`config.mk`:
```
export PLATFORM = sky130hd
export DESIGN_NAME = seq_restoring_divider
export DESIGN_NICKNAME = d
export VERILOG_FILES = /design/src/rtl/div_pkg.sv /design/src/rtl/div_addsub.sv /design/src/rtl/seq_restoring_divider.sv
export SDC_FILE = /design/constraint.sdc
export NUM_CORES = 1
export LEC_CHECK = 0
export CELL_PAD_IN_SITES_DETAIL_PLACEMENT = 1
export CELL_PAD_IN_SITES_GLOBAL_PLACEMENT = 1
export CORE_AREA = 2 2 64 66
export DETAILED_ROUTE_END_ITERATION = 8
export DIE_AREA = 0 0 66 68
export GPL_TIMING_DRIVEN = 0
export PLACE_DENSITY_LB_ADDON = 0.1
export SLEW_MARGIN = 20
export SYNTH_ARGS = -nofsm -noshare
export SYNTH_HDL_FRONTEND = slang
export SYNTH_SLANG_ARGS = --single-unit
```
`constraint.sdc`:
```
create_clock -name clk -period 2.34 [get_ports clk]
set_input_delay 0.234 -clock clk [delete_from_list [all_inputs] [get_ports clk]]
set_output_delay 0.234 -clock clk [all_outputs]
set_load 0.01 [all_outputs]
```
`src/rtl/div_pkg.sv`:
```
// -----------------------------------------------------------------------------
// div_pkg
// Shared types and helpers for the sequential restoring divider.
//   state_e    : divider FSM states (IDLE, RUN, DONE)
//   cnt_width  : width of the iteration counter, $clog2(width + 1), so that it
//                can hold the value WIDTH itself
// -----------------------------------------------------------------------------
package div_pkg;

  typedef enum logic [1:0] {
    IDLE = 2'd0,
    RUN  = 2'd1,
    DONE = 2'd2
  } state_e;

  function automatic int cnt_width(input int width);
    return $clog2(width + 1);
  endfunction

endpackage : div_pkg

```
`src/rtl/div_addsub.sv`:
```
// -----------------------------------------------------------------------------
// div_addsub
// W-bit ripple-carry adder/subtractor. Subtraction is a + ~b + 1, so the same
// chain serves both operations.
//   a, b      : operands
//   sub       : 0 = a + b, 1 = a - b
//   sum       : W-bit result
//   carry_out : carry out of the MSB; for subtraction 1 means "no borrow"
// -----------------------------------------------------------------------------
module div_addsub #(
  parameter int W = 5
) (
  input  logic [W-1:0] a,
  input  logic [W-1:0] b,
  input  logic         sub,
  output logic [W-1:0] sum,
  output logic         carry_out
);

  logic [W-1:0] b_x;
  logic [W:0]   c;

  // Inverting B and injecting sub as the carry-in turns the adder into a
  // two's-complement subtractor.
  assign b_x = b ^ {W{sub}};

  always_comb begin
    // NOTE: every output of a combinational block gets a default before any
    // conditional code, otherwise synthesis infers a latch.
    sum  = '0;
    c    = '0;
    c[0] = sub;
    for (int i = 0; i < W; i++) begin
      sum[i]   = a[i] ^ b_x[i] ^ c[i];
      c[i+1]   = (a[i] & b_x[i]) | (a[i] & c[i]) | (b_x[i] & c[i]);
    end
  end

  assign carry_out = c[W];

endmodule : div_addsub

```
`src/rtl/seq_restoring_divider.sv`:
```
// -----------------------------------------------------------------------------
// seq_restoring_divider
// Multi-cycle restoring divider producing one quotient bit per clock.
// Build option: define SIGNED_DIV_EN for two's-complement operands (magnitudes
// taken at load, signs applied when results are written); otherwise unsigned.
//   clk, rst_n   : clock, asynchronous active-low reset
//   start        : request, accepted in IDLE or DONE
//   dividend     : numerator, captured on the accepting edge
//   divisor      : denominator, captured on the accepting edge
//   busy         : high while iterating
//   done         : one-cycle pulse when results become valid
//   quotient     : result quotient, held until the next done
//   remainder    : result remainder, held until the next done
//   div_by_zero  : captured divisor was zero, valid with done and held
// -----------------------------------------------------------------------------
module seq_restoring_divider
  import div_pkg::*;
#(
  parameter int WIDTH = 4
) (
  input  logic             clk,
  input  logic             rst_n,
  input  logic             start,
  input  logic [WIDTH-1:0] dividend,
  input  logic [WIDTH-1:0] divisor,
  output logic             busy,
  output logic             done,
  output logic [WIDTH-1:0] quotient,
  output logic [WIDTH-1:0] remainder,
  output logic             div_by_zero
);

  localparam int CNT_W = cnt_width(WIDTH);

  state_e           state_q, state_d;
  logic [CNT_W-1:0] cnt_q, cnt_d;
  logic [WIDTH-1:0] r_q, r_d;          // partial remainder
  logic [WIDTH-1:0] q_q, q_d;          // dividend shifting out / quotient in
  logic [WIDTH-1:0] dsr_q, dsr_d;      // captured divisor magnitude
  logic             dbz_pend_q, dbz_pend_d;
  logic [WIDTH-1:0] quotient_q, quotient_d;
  logic [WIDTH-1:0] remainder_q, remainder_d;
  logic             div_by_zero_q, div_by_zero_d;
  logic             busy_q, busy_d;
  logic             done_q, done_d;

  // ---------------------------------------------------------------------------
  // Restoring step: {R,Q} << 1, then trial subtract at WIDTH+1 bits.
  // ---------------------------------------------------------------------------
  logic [WIDTH:0]   shifted;
  logic [WIDTH:0]   trial;
  logic             no_borrow;
  logic [WIDTH-1:0] r_step;
  logic [WIDTH-1:0] q_step;

  assign shifted = {r_q, q_q[WIDTH-1]};

  div_addsub #(.W(WIDTH + 1)) u_trial (
    .a         (shifted),
    .b         ({1'b0, dsr_q}),
    .sub       (1'b1),
    .sum       (trial),
    .carry_out (no_borrow)
  );

  // A kept trial result is always below the divisor, so WIDTH bits suffice.
  assign r_step = no_borrow ? trial[WIDTH-1:0] : shifted[WIDTH-1:0];
  assign q_step = {q_q[WIDTH-2:0], no_borrow};

  // ---------------------------------------------------------------------------
  // Operand conditioning and result sign fix-up.
  // ---------------------------------------------------------------------------
  logic [WIDTH-1:0] mag_dvd;
  logic [WIDTH-1:0] mag_dsr;
  logic [WIDTH-1:0] quo_fin;
  logic [WIDTH-1:0] rem_fin;
  logic             unused_trial;

  assign unused_trial = trial[WIDTH];

`ifdef SIGNED_DIV_EN
  logic             neg_quo_q, neg_quo_d;
  logic             neg_rem_q, neg_rem_d;
  logic [WIDTH:0]   neg_dvd, neg_dsr, neg_quo, neg_rem;
  logic [3:0]       neg_co;
  logic             unused_neg;

  div_addsub #(.W(WIDTH + 1)) u_neg_dvd (
    .a ('0), .b ({1'b0, dividend}), .sub (1'b1), .sum (neg_dvd), .carry_out (neg_co[0])
  );
  div_addsub #(.W(WIDTH + 1)) u_neg_dsr (
    .a ('0), .b ({1'b0, divisor}), .sub (1'b1), .sum (neg_dsr), .carry_out (neg_co[1])
  );
  div_addsub #(.W(WIDTH + 1)) u_neg_quo (
    .a ('0), .b ({1'b0, q_step}), .sub (1'b1), .sum (neg_quo), .carry_out (neg_co[2])
  );
  div_addsub #(.W(WIDTH + 1)) u_neg_rem (
    .a ('0), .b ({1'b0, r_step}), .sub (1'b1), .sum (neg_rem), .carry_out (neg_co[3])
  );

  // The most-negative value negates to itself, which read as unsigned is its
  // true magnitude, so no extra width is needed.
  assign mag_dvd = dividend[WIDTH-1] ? neg_dvd[WIDTH-1:0] : dividend;
  assign mag_dsr = divisor[WIDTH-1]  ? neg_dsr[WIDTH-1:0] : divisor;
  assign quo_fin = neg_quo_q ? neg_quo[WIDTH-1:0] : q_step;
  assign rem_fin = neg_rem_q ? neg_rem[WIDTH-1:0] : r_step;

  // A zero divisor keeps the all-ones quotient as is; the remainder sign
  // restore then gives back the original dividend.
  assign neg_quo_d = (dividend[WIDTH-1] ^ divisor[WIDTH-1]) && (divisor != '0);
  assign neg_rem_d = dividend[WIDTH-1];

  assign unused_neg = ^{neg_co, neg_dvd[WIDTH], neg_dsr[WIDTH],
                        neg_quo[WIDTH], neg_rem[WIDTH]};
`else
  assign mag_dvd = dividend;
  assign mag_dsr = divisor;
  assign quo_fin = q_step;
  assign rem_fin = r_step;
`endif

  // ---------------------------------------------------------------------------
  // Next-state logic.
  // ---------------------------------------------------------------------------
  always_comb begin
    state_d       = state_q;
    cnt_d         = cnt_q;
    r_d           = r_q;
    q_d           = q_q;
    dsr_d         = dsr_q;
    dbz_pend_d    = dbz_pend_q;
    quotient_d    = quotient_q;
    remainder_d   = remainder_q;
    div_by_zero_d = div_by_zero_q;
    busy_d        = 1'b0;
    done_d        = 1'b0;

    unique case (state_q)
      IDLE, DONE: begin
        state_d = IDLE;
        if (start) begin
          state_d    = RUN;
          busy_d     = 1'b1;
          cnt_d      = CNT_W'(WIDTH);
          r_d        = '0;
          q_d        = mag_dvd;
          dsr_d      = mag_dsr;
          dbz_pend_d = (divisor == '0);
        end
      end
      RUN: begin
        r_d    = r_step;
        q_d    = q_step;
        cnt_d  = cnt_q - CNT_W'(1);
        busy_d = 1'b1;
        if (cnt_q == CNT_W'(1)) begin
          state_d       = DONE;
          busy_d        = 1'b0;
          done_d        = 1'b1;
          quotient_d    = quo_fin;
          remainder_d   = rem_fin;
          div_by_zero_d = dbz_pend_q;
        end
      end
      default: state_d = IDLE;
    endcase
  end

  // ---------------------------------------------------------------------------
  // State registers.
  // ---------------------------------------------------------------------------
  // NOTE: there are no memories here, so every register is reset; this keeps
  // the outputs at 0 immediately when an operation is aborted.
  always_ff @(posedge clk or negedge rst_n) begin
    if (!rst_n) begin
      state_q       <= IDLE;
      cnt_q         <= '0;
      r_q           <= '0;
      q_q           <= '0;
      dsr_q         <= '0;
      dbz_pend_q    <= 1'b0;
      quotient_q    <= '0;
      remainder_q   <= '0;
      div_by_zero_q <= 1'b0;
      busy_q        <= 1'b0;
      done_q        <= 1'b0;
    end else begin
      // NOTE: non-blocking assignments so every register samples the values
      // from before the edge, independent of statement order.
      state_q       <= state_d;
      cnt_q         <= cnt_d;
      r_q           <= r_d;
      q_q           <= q_d;
      dsr_q         <= dsr_d;
      dbz_pend_q    <= dbz_pend_d;
      quotient_q    <= quotient_d;
      remainder_q   <= remainder_d;
      div_by_zero_q <= div_by_zero_d;
      busy_q        <= busy_d;
      done_q        <= done_d;
    end
  end

`ifdef SIGNED_DIV_EN
  // Sign flags only change on the accepting edge; loading them every cycle
  // start is accepted is harmless because they are unused outside RUN.
  always_ff @(posedge clk or negedge rst_n) begin
    if (!rst_n) begin
      neg_quo_q <= 1'b0;
      neg_rem_q <= 1'b0;
    end else if (start && (state_q != RUN)) begin
      neg_quo_q <= neg_quo_d;
      neg_rem_q <= neg_rem_d;
    end
  end
`endif

  assign busy        = busy_q;
  assign done        = done_q;
  assign quotient    = quotient_q;
  assign remainder   = remainder_q;
  assign div_by_zero = div_by_zero_q;

endmodule : seq_restoring_divider

```
==> out/summary.txt <==
clock-pin slew on the worst setup and hold paths -> 0.06 ns
status -> finished with violations
sequential fraction of the synthesis area -> 52.9%
R2R depth -> 9
placed insts -> 177
CTS tree -> done
drt wl/cell -> 14.9 um
DR vias -> 897
switch share -> 36.1%
share of cells above drive strength 1 -> 33.3%
Main synth FF type -> dfrtp_1
# DRC -> 0
Comb power frac -> 51.6%
unrepaired setup endpoints after global routing -> yes
first drt pass iteration count -> 2
ANT nets after route -> 0
critical path launch point type -> flop
area grow syn2layout -> 32.9%
most frequent cells after synthesis -> dfrtp_1, inv_1, mux2i_1
Synth warnings -> 0
fmax -> 412 MHz
VDD IR max -> 0.000631 V
largest net degree at the start of global routing -> 30
fin cells -> 191
Synth cell types -> 31
Reg power frac -> 32.2%
crit path DAT -> 2.64 ns
Hold Path Class -> flop to flop
multi-input logic area -> 584 um2
worst path required time -> 2.55 ns
final instance area -> 1820 um2
cell with the most instances after synthesis -> dfrtp_1
total CTS buffers -> 5
Async S/R FF share, synth -> 100%
CTS sink count -> 29
Tot GR Track Use -> 14.8%
Chip Height -> 68 um
maxcap violations -> 0
Synthesized Nets -> 123
ant diodes -> 0
Post-synth EDFFs -> 0
Root Driver -> clkbuf_8
Placer Congestion -> 0.622
storage element area -> 726 um2
Cell Area, Synth -> 1370 um2
DR vias/cell -> 4.70
Power Dens Cells -> 1550 nW/um2
Final HPWL DP -> 2020 um
placed standard-cell area -> 1660 um2
Initial Util -> 35.6%
crit path kind -> flop to flop
critical path capture point type -> flop
final setup vio count -> 9
FP Rows -> 23
number of global-route vias before repair -> 950
iteration-0 DRC count of the detailed router -> 16
Rel. slew slack -> 56.6%
nets -> 157
Final Hold Fails -> 0
die area -> 4490 um2
Setup Skew -> 0.00394 ns
Clock Power Share -> 16.3%
max-slew violation count -> 0
crit-path max FO -> 5
total gr overflow -> 0
Cells after Synth -> 106
antenna violations before repair -> 0
failing checks -> setup timing
core area -> 3860 um2
#FFs+latches synth -> 29
die width -> 66 um
clk_lat worst skew -> 0.28 ns
worst slew pin tran -> 0.651 ns
Synth top area share -> 52.9%
PortBufs -> 21
Final Cycle Share -> 104%
H-tree depth -> 2
hold path cells -> 2
IO Count -> 22
clock buffer depth -> 2
Tmin final -> 2.43 ns
Syn Area/Cell -> 12.9 um2
static leakage -> 0.792 nW
Yosys top cell by area -> dfrtp_1
Routed WL -> 2840 um
Min Hold Slack -> 0.497 ns
Synth area leaders -> dfrtp_1, fa_1, mux2i_1
first-pass GRT wire length -> 4770 um
sw power -> 1.02 mW
Final WS setup -> -0.0895 ns
internal power -> 1.81 mW
fillers -> 435
==> repair_timing <==
item | CTS | global route
hold endpoints to repair | 23 | 0
hold buffers | 1 | 0
pin swaps | 5 | 1
endpoints found under the setup margin | 8 | 9
buffers inserted | 3 | 2
gates resized for setup | 1 | 2
==> power by group through the flow <==
stage	sequential (mW)	clock, mW	combinational, mW
after CTS	0.913	0.471	1.41
after detailed placement	0.919	0	1.32
after floorplan	0.920	0	0.894
final	0.911	0.461	1.46
after global placement	0.903	0	1.27
after global routing	0.945	0.499	1.63
==> final timing paths <==
check	end	from	slack, ns
setup / recovery	remainder[0]	q_q[3]	-0.09
hold / removal	dbz_pend_q	dbz_pend_q	0.50
setup reg to reg	remainder[0]	q_q[3]	-0.09
hold reg to reg	dbz_pend_q	dbz_pend_q	0.50
max in group asynchronous	cnt_q[1]	rst_n	1.40
min in group asynchronous	quotient[2]	rst_n	0.51
==> cell families after synthesis <==
group	share of synthesized area [%]
DFF	52.9
AOI/OAI and AO/OA	10.1
and+or+nand+nor	9.57
buffers and inverters	6.84
muxes	12.9
adders and majority gates	7.11
xor gates and xnor gates	0.638
==> flip-flops by register name (all words and copies together), names as in the netlist <==
register / flops
div_by_zero: 1
quotient: 4
cnt_q: 3
remainder: 4
done: 1
q_q: 4
r_q: 4
dsr_q: 4
busy: 1
dbz_pend_q: 1
state_q: 2
==> cell usage in the layout, fill, tap and decap left out, types with 2 or more instances in the layout <==
cell type	netlist	final
dfrtp_1	29	29
clkdlybuf4s50_1	0	20
inv_1	9	7
clkbuf_8	0	7
buf_4	1	5
mux2_4	4	5
o21ai_0	4	4
nor2_2	4	4
a21oi_2	4	4
o2bb2ai_1	4	4
a21oi_1	4	4
mux2i_1	6	4
mux2_2	5	4
buf_2	2	3
buf_6	2	3
nor2_1	3	3
fa_2	0	3
nand2b_1	2	2
inv_2	0	2
nand3_1	2	2
mux2i_2	0	2
o22ai_1	2	2
nand2_1	2	2
ha_1	3	2
==> layout make-up <==
class / instances / share of cell area, %
Buffer: 6 / 3.29
Clock buffer: 7 / 5.28
Clock inverter: 1 / 0.274
Inverter: 9 / 1.85
Multi-Input combinational cell: 62 / 32.0
Sequential cell: 29 / 39.8
Tap cell: 50 / 3.43
Timing Repair Buffer: 27 / 14.1
==> worst max-delay path, stage by stage (launching register included) <==
cell and delay [ns]:
dfrtp_1 0.38, inv_2 0.07, ha_4 0.12, inv_2 0.03
fa_2 0.34, fa_2 0.35, fa_2 0.38, nor2_4 0.20
mux2_4 0.34, a21oi_2 0.14
==> layer usage <==
layer  wire [um]  vias up  track usage (%)
li1            -      431                -
met1        1230      446             17.7
met2        1460       14             24.4
met3          97        6             4.93
met4          61        0             6.89
met5           0        -                0
==> stage by stage <==
stage	power (mW)	TNS (ns)	worst slack, ns	utilization, %
2_1_floorplan	1.81	-0.0783	-0.0455	-
3_3_place_gp	2.18	-1.05	-0.176	43.3
3_5_place_dp	2.23	-1.33	-0.223	43.2
4_1_cts	2.80	-0.563	-0.125	46.7
5_1_grt	3.08	-1.13	-0.151	47.3
6_report	2.83	-0.401	-0.0895	47.3
(Power assumes the default switching activity.)
